$ cat src/rtl/uart_autobaud_pkg.sv
`default_nettype none
// ============================================================================
// Module      : uart_autobaud_pkg
// Description : Shared types and constants for the UART auto-baud detector.
//               It holds the FSM state encoding, the error codes, the output
//               widths and a small absolute-difference helper.
// Revision    : 1.0 - initial release
// ============================================================================
package uart_autobaud_pkg;

  localparam int          BAUD_VAL_W   = 13;
  localparam int          FRAC_W       = 3;
  // Largest integer divisor the baud generator can take. baud_val = I - 1.
  localparam int unsigned BAUD_INT_MAX = 32'd8192;

  typedef enum logic [1:0] {
    ST_IDLE    = 2'd0,
    ST_ARMED   = 2'd1,
    ST_MEASURE = 2'd2
  } state_t;

  typedef logic [1:0] err_code_t;

  localparam err_code_t ERR_NONE     = 2'd0;
  localparam err_code_t ERR_RANGE    = 2'd1;
  localparam err_code_t ERR_MISMATCH = 2'd2;
  localparam err_code_t ERR_TIMEOUT  = 2'd3;

  // Unsigned |a - b| on 32-bit operands. The counters are zero-extended into
  // it, so it works for any counter width up to 32.
  function automatic logic [31:0] abs_diff(input logic [31:0] a,
                                           input logic [31:0] b);
    return (a > b) ? (a - b) : (b - a);
  endfunction

endpackage
`default_nettype wire

$ cat src/rtl/uart_rx_edge_sync.sv
`default_nettype none
// ============================================================================
// Module      : uart_rx_edge_sync
// Description : Brings the asynchronous serial line into the clk domain with a
//               two-flop synchronizer. A third flop holds the previous
//               synchronized level, and a falling edge is flagged
//               combinationally.
// Ports       : clk      - system clock
//               reset_n  - asynchronous active-low reset
//               rx_i     - raw serial line, idle high
//               fall_o   - high for one cycle per synchronized falling edge
// Revision    : 1.0 - initial release
// ============================================================================
module uart_rx_edge_sync
  import uart_autobaud_pkg::*;
(
  input  logic clk,
  input  logic reset_n,
  input  logic rx_i,
  output logic fall_o
);

  logic sync1_q;
  logic sync2_q;
  logic prev_q;

  // All three flops reset to 1 so that leaving reset on an idle line cannot
  // produce a spurious falling edge.
  always_ff @(posedge clk or negedge reset_n) begin
    if (!reset_n) begin
      sync1_q <= 1'b1;
      sync2_q <= 1'b1;
      prev_q  <= 1'b1;
    end else begin
      sync1_q <= rx_i;
      sync2_q <= sync1_q;
      prev_q  <= sync2_q;
    end
  end

  assign fall_o = prev_q & ~sync2_q;

endmodule
`default_nettype wire

$ cat src/rtl/uart_autobaud_detect.sv
`default_nettype none
// ============================================================================
// Module      : uart_autobaud_detect
// Description : Measures a 0x55 (8N1) sync character on the serial line and
//               derives the 13-bit baud value and 3-bit fraction for the
//               16x baud tick generator. The falling edges of 0x55 lie two
//               bit times apart, so five falls span exactly 8 bit times.
// Ports       : clk         - system clock
//               reset_n     - asynchronous active-low reset
//               rx          - raw serial line, idle high
//               arm         - pulse; starts a detection when idle
//               abort       - forces IDLE, takes priority over arm
//               baud_val_o  - detected baud value (I - 1)
//               baud_frac_o - detected fraction in eighths
//               valid       - one-cycle pulse when a new result loads
//               locked      - result held valid
//               busy        - high while ARMED or MEASURE
//               err         - one-cycle error pulse
//               err_code    - 0 none, 1 range, 2 mismatch, 3 timeout
// Revision    : 1.0 - initial release
// ============================================================================
module uart_autobaud_detect
  import uart_autobaud_pkg::*;
#(
  parameter int CNT_WIDTH = 21,
  parameter int TOL_SHIFT = 3
) (
  input  logic                  clk,
  input  logic                  reset_n,
  input  logic                  rx,
  input  logic                  arm,
  input  logic                  abort,
  output logic [BAUD_VAL_W-1:0] baud_val_o,
  output logic [FRAC_W-1:0]     baud_frac_o,
  output logic                  valid,
  output logic                  locked,
  output logic                  busy,
  output logic                  err,
  output logic [1:0]            err_code
);

  localparam int                   QW      = CNT_WIDTH - 3;
  localparam int                   SW      = CNT_WIDTH + 1;
  localparam logic [CNT_WIDTH-1:0] CNT_ONE = CNT_WIDTH'(1);
  localparam logic [CNT_WIDTH-1:0] CNT_MAX = {CNT_WIDTH{1'b1}};

  // --------------------------------------------------------------------------
  // Registers
  // --------------------------------------------------------------------------
  state_t                 state_q;
  logic [CNT_WIDTH-1:0]   tot_q;       // cycles since the start-bit fall
  logic [CNT_WIDTH-1:0]   pair_q;      // cycles since the most recent fall
  logic [CNT_WIDTH-1:0]   p0_q;        // first 2-bit interval, the reference
  logic [1:0]             edge_idx_q;  // falls seen inside MEASURE
  logic [BAUD_VAL_W-1:0]  baud_val_q;
  logic [FRAC_W-1:0]      baud_frac_q;
  logic                   valid_q;
  logic                   locked_q;
  logic                   err_q;
  err_code_t              err_code_q;

  // --------------------------------------------------------------------------
  // Combinational helpers
  // --------------------------------------------------------------------------
  logic                   w_fall;
  logic [CNT_WIDTH-1:0]   tot_d;
  logic [CNT_WIDTH-1:0]   pair_d;
  logic [QW-1:0]          w_q;         // N / 16, rounded to nearest
  logic [31:0]            w_int;       // integer part of the divisor
  logic                   w_range_bad;
  logic [31:0]            w_dev;
  logic [31:0]            w_tol;
  logic                   w_mismatch;

  uart_rx_edge_sync u_edge_sync (
    .clk     (clk),
    .reset_n (reset_n),
    .rx_i    (rx),
    .fall_o  (w_fall)
  );

  assign tot_d  = tot_q + CNT_ONE;
  assign pair_d = pair_q + CNT_ONE;

  // N is 8 bit times; the 16x tick period in eighths of a clock is
  // 8 * N / 128 = N / 16. Adding 8 before the shift rounds to nearest, and the
  // extra sum bit keeps the addition from wrapping near the top of the range.
  assign w_q         = QW'(({1'b0, tot_q} + SW'(8)) >> 4);
  assign w_int       = 32'(w_q >> 3);
  assign w_range_bad = (w_int == 32'd0) || (w_int > BAUD_INT_MAX);

  // Every later 2-bit interval must stay within P0 >> TOL_SHIFT of P0.
  assign w_dev      = abs_diff(32'(pair_q), 32'(p0_q));
  assign w_tol      = 32'(p0_q >> TOL_SHIFT);
  assign w_mismatch = (w_dev > w_tol);

  // --------------------------------------------------------------------------
  // Control FSM with registered outputs
  // --------------------------------------------------------------------------
  always_ff @(posedge clk or negedge reset_n) begin
    if (!reset_n) begin
      state_q     <= ST_IDLE;
      tot_q       <= '0;
      pair_q      <= '0;
      p0_q        <= '0;
      edge_idx_q  <= 2'd0;
      baud_val_q  <= '0;
      baud_frac_q <= '0;
      valid_q     <= 1'b0;
      locked_q    <= 1'b0;
      err_q       <= 1'b0;
      err_code_q  <= ERR_NONE;
    end else begin
      valid_q <= 1'b0;
      err_q   <= 1'b0;

      if (abort) begin
        // Abort beats everything, including a fall in the same cycle. It does
        // not raise err and keeps the last err_code for software to read.
        state_q  <= ST_IDLE;
        locked_q <= 1'b0;
      end else begin
        case (state_q)
          ST_IDLE: begin
            if (arm) begin
              state_q    <= ST_ARMED;
              locked_q   <= 1'b0;
              err_code_q <= ERR_NONE;
            end
          end

          ST_ARMED: begin
            if (w_fall) begin
              state_q    <= ST_MEASURE;
              tot_q      <= CNT_ONE;
              pair_q     <= CNT_ONE;
              edge_idx_q <= 2'd0;
            end
          end

          ST_MEASURE: begin
            if (tot_q == CNT_MAX) begin
              // Counter is saturated: hold it and give up.
              err_q      <= 1'b1;
              err_code_q <= ERR_TIMEOUT;
              locked_q   <= 1'b0;
              state_q    <= ST_IDLE;
            end else begin
              tot_q <= tot_d;
              if (w_fall) begin
                pair_q     <= CNT_ONE;
                edge_idx_q <= edge_idx_q + 2'd1;
                if (edge_idx_q == 2'd0) begin
                  p0_q <= pair_q;
                end else if (w_mismatch) begin
                  // Checked before range, so a bad 4th interval reports
                  // as a mismatch even if N is also out of range.
                  err_q      <= 1'b1;
                  err_code_q <= ERR_MISMATCH;
                  locked_q   <= 1'b0;
                  state_q    <= ST_IDLE;
                end else if (edge_idx_q == 2'd3) begin
                  state_q <= ST_IDLE;
                  if (w_range_bad) begin
                    err_q      <= 1'b1;
                    err_code_q <= ERR_RANGE;
                    locked_q   <= 1'b0;
                  end else begin
                    baud_val_q  <= BAUD_VAL_W'(w_int - 32'd1);
                    baud_frac_q <= w_q[FRAC_W-1:0];
                    locked_q    <= 1'b1;
                    valid_q     <= 1'b1;
                  end
                end
              end else begin
                pair_q <= pair_d;
              end
            end
          end

          default: state_q <= ST_IDLE;
        endcase
      end
    end
  end

  // --------------------------------------------------------------------------
  // Outputs
  // --------------------------------------------------------------------------
  assign baud_val_o  = baud_val_q;
  assign baud_frac_o = baud_frac_q;
  assign valid       = valid_q;
  assign locked      = locked_q;
  assign busy        = (state_q != ST_IDLE);
  assign err         = err_q;
  assign err_code    = err_code_q;

endmodule
`default_nettype wire

$ cat config.mk
export PLATFORM = sky130hd
export DESIGN_NAME = uart_autobaud_detect
export DESIGN_NICKNAME = d
export VERILOG_FILES = /design/src/rtl/uart_autobaud_pkg.sv /design/src/rtl/uart_rx_edge_sync.sv /design/src/rtl/uart_autobaud_detect.sv
export SDC_FILE = /design/constraint.sdc
export NUM_CORES = 1
export LEC_CHECK = 0
export CAP_MARGIN = 20
export CORE_MARGIN = 2
export CORE_UTILIZATION = 49
export DETAILED_ROUTE_END_ITERATION = 7
export PLACE_DENSITY = 0.72
export SLEW_MARGIN = 10
export SYNTH_ARGS = -nofsm -noshare
export SYNTH_HDL_FRONTEND = slang
export SYNTH_HIERARCHICAL = 1
export SYNTH_SLANG_ARGS = --single-unit
$ cat constraint.sdc
create_clock -name clk -period 15.67 [get_ports clk]
set_input_delay 3.9175 -clock clk [delete_from_list [all_inputs] [get_ports clk]]
set_output_delay 3.9175 -clock clk [all_outputs]
set_load 0.01 [all_outputs]
==> Yosys cells after proc, flatten, opt, wreduce, memory -nomap -nowiden <==
Cells that the tools add are included.
{ "word_totals": {"register_bits": 91, "input_bits": 5, "output_inout_bits": 22, "word_cells": 115} }
{ "classes": {"add_sub_neg": 7, "n_lt_le_gt_ge": 3, "n_eq_ne": 17, "n_mux": 52, "n_bitwise": 7, "reduce_logical": 15} }
{ "ops": {"columns": ["cell", "count"], "rows": [
  ["$mux W21", 4],
  ["$pmux W21 S2", 2],
  ["$sub A21 B21 Y22", 2],
  ["$add A21 B1 Y21 const B", 2],
  ["$mux W2", 18],
  ["$gt A32 B18 Y1", 1],
  ["$logic_not A32 Y1", 1],
  ["$mux W32", 1],
  ["$mux W1", 23],
  ["$add A21 B4 Y22 const B", 1],
  ["$eq A21 B21 Y1 const B", 1],
  ["$gt A21 B21 Y1", 1],
  ["$reduce_and A5 Y1", 4],
  ["$gt A15 B14 Y1 const B", 1],
  ["$sub A13 B1 Y13 const B", 1],
  ["$ne A4 B4 Y1 const B", 3],
  ["$pmux W2 S2", 2],
  ["$reduce_and A8 Y1", 1],
  ["$reduce_and A7 Y1", 1],
  ["$ne A3 B2 Y1 const B", 2],
  ["$ne A3 B3 Y1 const B", 2],
  ["$not A1 Y1", 6],
  ["$pmux W2 S3", 1],
  ["$reduce_bool A2 Y1", 3],
  ["other kinds (13)", 17]
]} }

==> Longest topological paths before layout <==
{ "depth": {"depth_word": 11, "mapped_depth": 27, "ltp_nobuf": 24} }

==> Cells and area by module <==
The synthesis kept the hierarchy.
{ "by_module_without_submodules": {"columns": ["mod", "instances", "cells_each", "area_per_inst_um2", "seq_area_each_um2"], "rows": [
  ["uart_autobaud_detect", 1, 892, 7293.2, 2202.1],
  ["uart_rx_edge_sync", 1, 4, 92.6, 78.8]
]} }

==> Worst setup path before layout <==
Ideal clock, no wire load.
{ "synth_path": {"path_type": "register to register", "start": "register pair_q[7]", "end": "register baud_frac_q[2] (netlist: baud_frac_o[2])", "arrival_time_ns": 5.595, "required_time_ns": 15.543, "setup_slack_ns": 9.948, "stages_incl_launch_ff": 26, "path_buffers": 4, "synth_period_minus_slack_ns": 5.722, "path_cell_list": "dfrtp_1 -> inv_1 -> ha_1 -> buf_2 -> nand4_1 -> or3_4 -> o32ai_4 -> a21o_1 -> clkbuf_1 -> mux2i_1 -> a22oi_1 -> o31a_1 -> xnor2_1 -> ha_1 -> and4_1 -> nand3_1 -> nor4_1 -> a21oi_1 -> o21ai_0 -> nand2_1 -> mux2_1 -> or2_1 -> clkbuf_1 -> nor4b_4 -> buf_6 -> mux2_1"} }
{ "synth_between": {"elab_chain_cells": 5, "elab_cells_between_ends": 7, "classes_between": "add/sub: 2; order compare: 2; mux: 1; bitwise: 1; reduce/logical: 1"} }
{ "synth_lines": {"columns": ["item", "line_no", "rtl"], "rows": [
  ["start, declared", "uart_autobaud_detect.sv:52", "logic [CNT_WIDTH-1:0] pair_q;"],
  ["start signal, assigned", "uart_autobaud_detect.sv:176", "pair_q <= pair_d;"],
  ["$sub A21 B21 Y22 / $gt A21 B21 Y1 (equally long branches)", "uart_autobaud_pkg.sv:33", "return (a > b) ? (a - b) : (b - a);"],
  ["$mux W32 *", "uart_autobaud_pkg.sv:33", null],
  ["$gt A32 B18 Y1 *", "uart_autobaud_detect.sv:95", "assign w_mismatch = (w_dev > w_tol);"],
  ["$not A1 Y1 (no line) *", null, null],
  ["$reduce_and A8 Y1 (no line) *", null, null],
  ["end signal, assigned", "uart_autobaud_detect.sv:170", "baud_frac_q <= w_q[FRAC_W-1:0];"],
  ["end, declared", "uart_autobaud_detect.sv:56", "logic [FRAC_W-1:0] baud_frac_q;"]
]} }
Every way passes the cells marked *; elsewhere a longest branch is shown, timed or not.
A chain may end at the register's enable or synchronous reset.

==> Final worst setup path <==
{ "layout_path": {"start": "register pair_q[12]", "end": "register baud_val_q[0] (netlist: baud_val_o[0])"} }
{ "layout_between": {"elab_chain_cells": 5, "elab_cells_between_ends": 7, "classes_between": "add/sub: 2; order compare: 2; mux: 1; bitwise: 1; reduce/logical: 1"} }
{ "layout_lines": {"columns": ["item", "line_no", "rtl"], "rows": [
  ["$sub A21 B21 Y22 / $gt A21 B21 Y1 (equally long branches)", "uart_autobaud_pkg.sv:33", null],
  ["$mux W32 *", "uart_autobaud_pkg.sv:33", null],
  ["$gt A32 B18 Y1 *", "uart_autobaud_detect.sv:95", null],
  ["$not A1 Y1 (no line) *", null, null],
  ["$reduce_and A8 Y1 (no line) *", null, null],
  ["end signal, assigned", "uart_autobaud_detect.sv:169", "baud_val_q <= BAUD_VAL_W'(w_int - 32'd1);"],
  ["end, declared", "uart_autobaud_detect.sv:55", "logic [BAUD_VAL_W-1:0] baud_val_q;"]
]} }
Marks and branches as above.

==> results_dict.tcl <==
set metrics [dict create \
    crit_path_end_kind "flop" \
    die_w_um 126.8 \
    ant_nets 0 \
    combinationalPowerShare_pct 45.4 \
    wl_met3_um 1038 \
    gr-usage-all-layers_pct 23.87 \
    htree_levels 3 \
    synth_edf_count 0 \
    drive_gt1_share_pct 5.011 \
    yosysTopAreaCell "dfrtp_1" \
    cts_buffers 9 \
    synth_cell_types 71 \
    ys_ff_latch 91 \
    drtIter0Drc 395 \
    hold_ws_ns 0.3577 \
    synthCells 896 \
    grt_pass1_wl_um 31150 \
    instances_no_fill 1082 \
    synth_common_cells "o21ai_0, dfrtp_1, nand2_1" \
    gp_congestion 0.9190 \
    setup_tns_ns 0 \
    cts_setup_buffers 0 \
    max_slew_margin_pct 38.23 \
    num_io_pins 27 \
    dr_wl_met2_um 8456 \
    hp-class "reg2reg" \
    clk_latency_ns 0.35 \
    crit_arrival_ns 6.67 \
    internal-power_mw 0.5515 \
    rsz0062_at_grt "no" \
    wl_met1_um 8520 \
    cts_sinks 91 \
    max_freq_mhz 155.4 \
    p_sw_mw 0.3707 \
    hpwl_um 13880 \
    port_buffers 26 \
    tightest_slew_ns 0.9265 \
    fin_nets 970 \
    drcViolationCount 0 \
    critPathLaunchType "flop" \
    synth-seq-area-share_pct 30.88 \
    finalMaxSlewViolations 0 \
    p_leak_nw 3.502 \
    path_delay_family "simple AND/OR/NAND/NOR gates" \
    async_flop_share_pct 100.0 \
    num_rows 44 \
    ys.flop_type "dfrtp_1" \
    synth_area_leaders "dfrtp_1, ha_1, o21ai_0, a21oi_1, nand2_1" \
    min_path_cells 0 \
    hold_end "u_edge_sync/sync2_q" \
    synth_fp_nets 973 \
    synth.most_common_cell "o21ai_0" \
    antenna_found_initial 0 \
    reg2regPathDepth 23 \
    r2r_setup_slack_ns 9.24 \
    root_buffer "clkbuf_16" \
    design.core.area_um2 14640 \
    finalPower_mw 0.9222 \
    dpl.cell_count 1065 \
    finalCriticalPeriod_ns 6.434 \
    avgSynthCellArea_um2 8.243 \
    grt_start_max_net_pins 55 \
    overflow 0 \
    r2r-start "pair_q[12]" \
    diodes 0 \
    drt-pass1-iter-count 5 \
    die_y_um 126.8 \
    min_from "u_edge_sync/sync1_q" \
    crit_slowest_cell "dfrtp_1" \
    worstSetupPathType "reg2reg" \
    switching_share_pct 40.20 \
    setup_violations 0 \
    tritoncts "built" \
    topRoutingLayerUsed "met4" \
    power_frac_clock_pct 24.3 \
    cts_resized 0 \
    via_count 6448 \
    p_seq_share_pct 30.3 \
    status "finished clean" \
    rr_endpoint "baud_val_o[0]" \
    yosys_warnings 6 \
    clock_skew_ns 0.007867 \
    wl_per_cell_um 16.92 \
    synth.cell_area_um2 7386 \
    clkTransAtPathRegs_ns 0.06 \
    worstSetupPathDepth 23 \
    holdBufCountCts 0 \
    p_per_area_nw_per_um2 115.1 \
    cts_buffer_depth 2 \
    period_share_pct 41.06 \
    max_stage_delay_ns 0.46 \
    die-area_um2 16070 \
    grt_pass1_vias 6301 \
    hold_viol_final 0 \
    syn2layout_area_growth_pct 8.487 \
    routed_via_density 5.959 \
    vdd_ir_drop_max_mv 0.05553 \
    path_cells "inv_1 -> ha_1 -> nand2_1 -> nor2_1 -> nand3_1 -> o32ai_4 -> a21o_1 -> mux2i_1 -> a22oi_1 -> o31a_1 -> xnor2_1 -> ha_1 -> and4_1 -> nand3_1 -> nor4_1 -> a21oi_1 -> o21ai_0 -> nand2_1 -> mux2_1 -> or2_1 -> nor4b_4 -> buf_6 -> mux2_2" \
    wl_um 18310 \
    required_ns 15.90 \
    synth_top_area_share_pct 29.82 \
    maxCapViolations 0 \
    nFillCells 1370 \
    path_max_fanout 14 \
    crit_buf_inv 2 \
    start_util_pct 50.44 \
]
==> power groups by stage <==
stage	logic (mW)	clock network, mW	registers [mW]
detailed placement	0.407	0	0.284
CTS	0.410	0.229	0.279
floorplan	0.303	0	0.278
global route	0.467	0.238	0.283
global placement	0.402	0	0.283
finish	0.419	0.224	0.280
==> how the worst max path moves through the flow <==
stage	startpoint	to	slack, ns
after floorplan	pair_q[7]	baud_frac_o[2]	9.95
after global placement	abort	pair_q[19]	8.90
after detailed placement	abort	pair_q[20]	8.88
after CTS	pair_q[7]	baud_val_o[0]	8.97
after global routing	abort	pair_q[19]	8.87
final	pair_q[12]	baud_val_o[0]	9.24
==> kinds of logic after synthesis <==
group	Yosys count	synth area share, %
buffers and inverters	107	5.828
AOI/OAI and AO/OA	248	20.45
DFF	91	30.88
muxes	27	4.015
xor gates and xnor gates	56	6.641
and+or+nand+nor	295	19.79
adders and majority gates	72	12.40
==> routing by layer <==
| metal | vias to the layer above | global-route usage [%] |
|---|---|---|
| met5 | - | 0 |
| met4 | 0 | 7.240 |
| met3 | 25 | 3.290 |
| met2 | 221 | 38.95 |
| met1 | 3041 | 33.23 |
| li1 | 3161 | - |
==> registers in the layout, summed over array words and instances, names as in the netlist, 2 cells and up <==
signal       flops
state_q          2
pair_q          21
tot_q           21
baud_val_o      13
edge_idx_q       2
p0_q            21
baud_frac_o      3
err_code         2
==> worst register-to-register path, stage by stage, from the launching register on <==
cell	delay, ns
dfrtp_1	0.46
inv_1	0.09
ha_1	0.45
nand2_1	0.21
nor2_1	0.19
nand3_1	0.17
o32ai_4	0.38
a21o_1	0.43
mux2i_1	0.33
a22oi_1	0.12
o31a_1	0.32
xnor2_1	0.13
ha_1	0.35
and4_1	0.25
nand3_1	0.11
nor4_1	0.30
a21oi_1	0.06
o21ai_0	0.16
nand2_1	0.09
mux2_1	0.34
or2_1	0.30
nor4b_4	0.46
buf_6	0.25
mux2_2	0.36
==> metrics by stage <==
stage | utilization [%] | worst slack, ns | area, um2
5_1_grt | 54.72 | 8.873 | 8013
2_1_floorplan | - | 9.948 | 7386
3_3_place_gp | 52.60 | 8.900 | 7702
6_report | 54.72 | 9.236 | 8013
4_1_cts | 54.64 | 8.971 | 8001
3_5_place_dp | 52.60 | 8.878 | 7702
==> placed cells by master (no fill, tap or decap), types with 25 or more instances in the layout <==
cell type,Yosys,final
a21oi_1,69,69
clkdlybuf4s50_1,0,25
dfrtp_1,88,88
ha_1,70,70
inv_1,63,63
nand2_1,86,86
nand3_1,38,38
nor2_1,69,69
o21ai_0,93,93
xnor2_1,32,32
==> layout make-up <==
type | count | area [um2] | share of cell area, %
multi-input combinational | 698 | 4674 | 58.34
sequential | 91 | 2281 | 28.47
timing repair buffer | 30 | 291.5 | 3.638
clock buffer | 14 | 264.0 | 3.295
inverter | 63 | 236.5 | 2.951
tap | 184 | 230.2 | 2.873
clock inverter | 2 | 35.03 | 0.4372
Power figures use the tool's default switching activity.
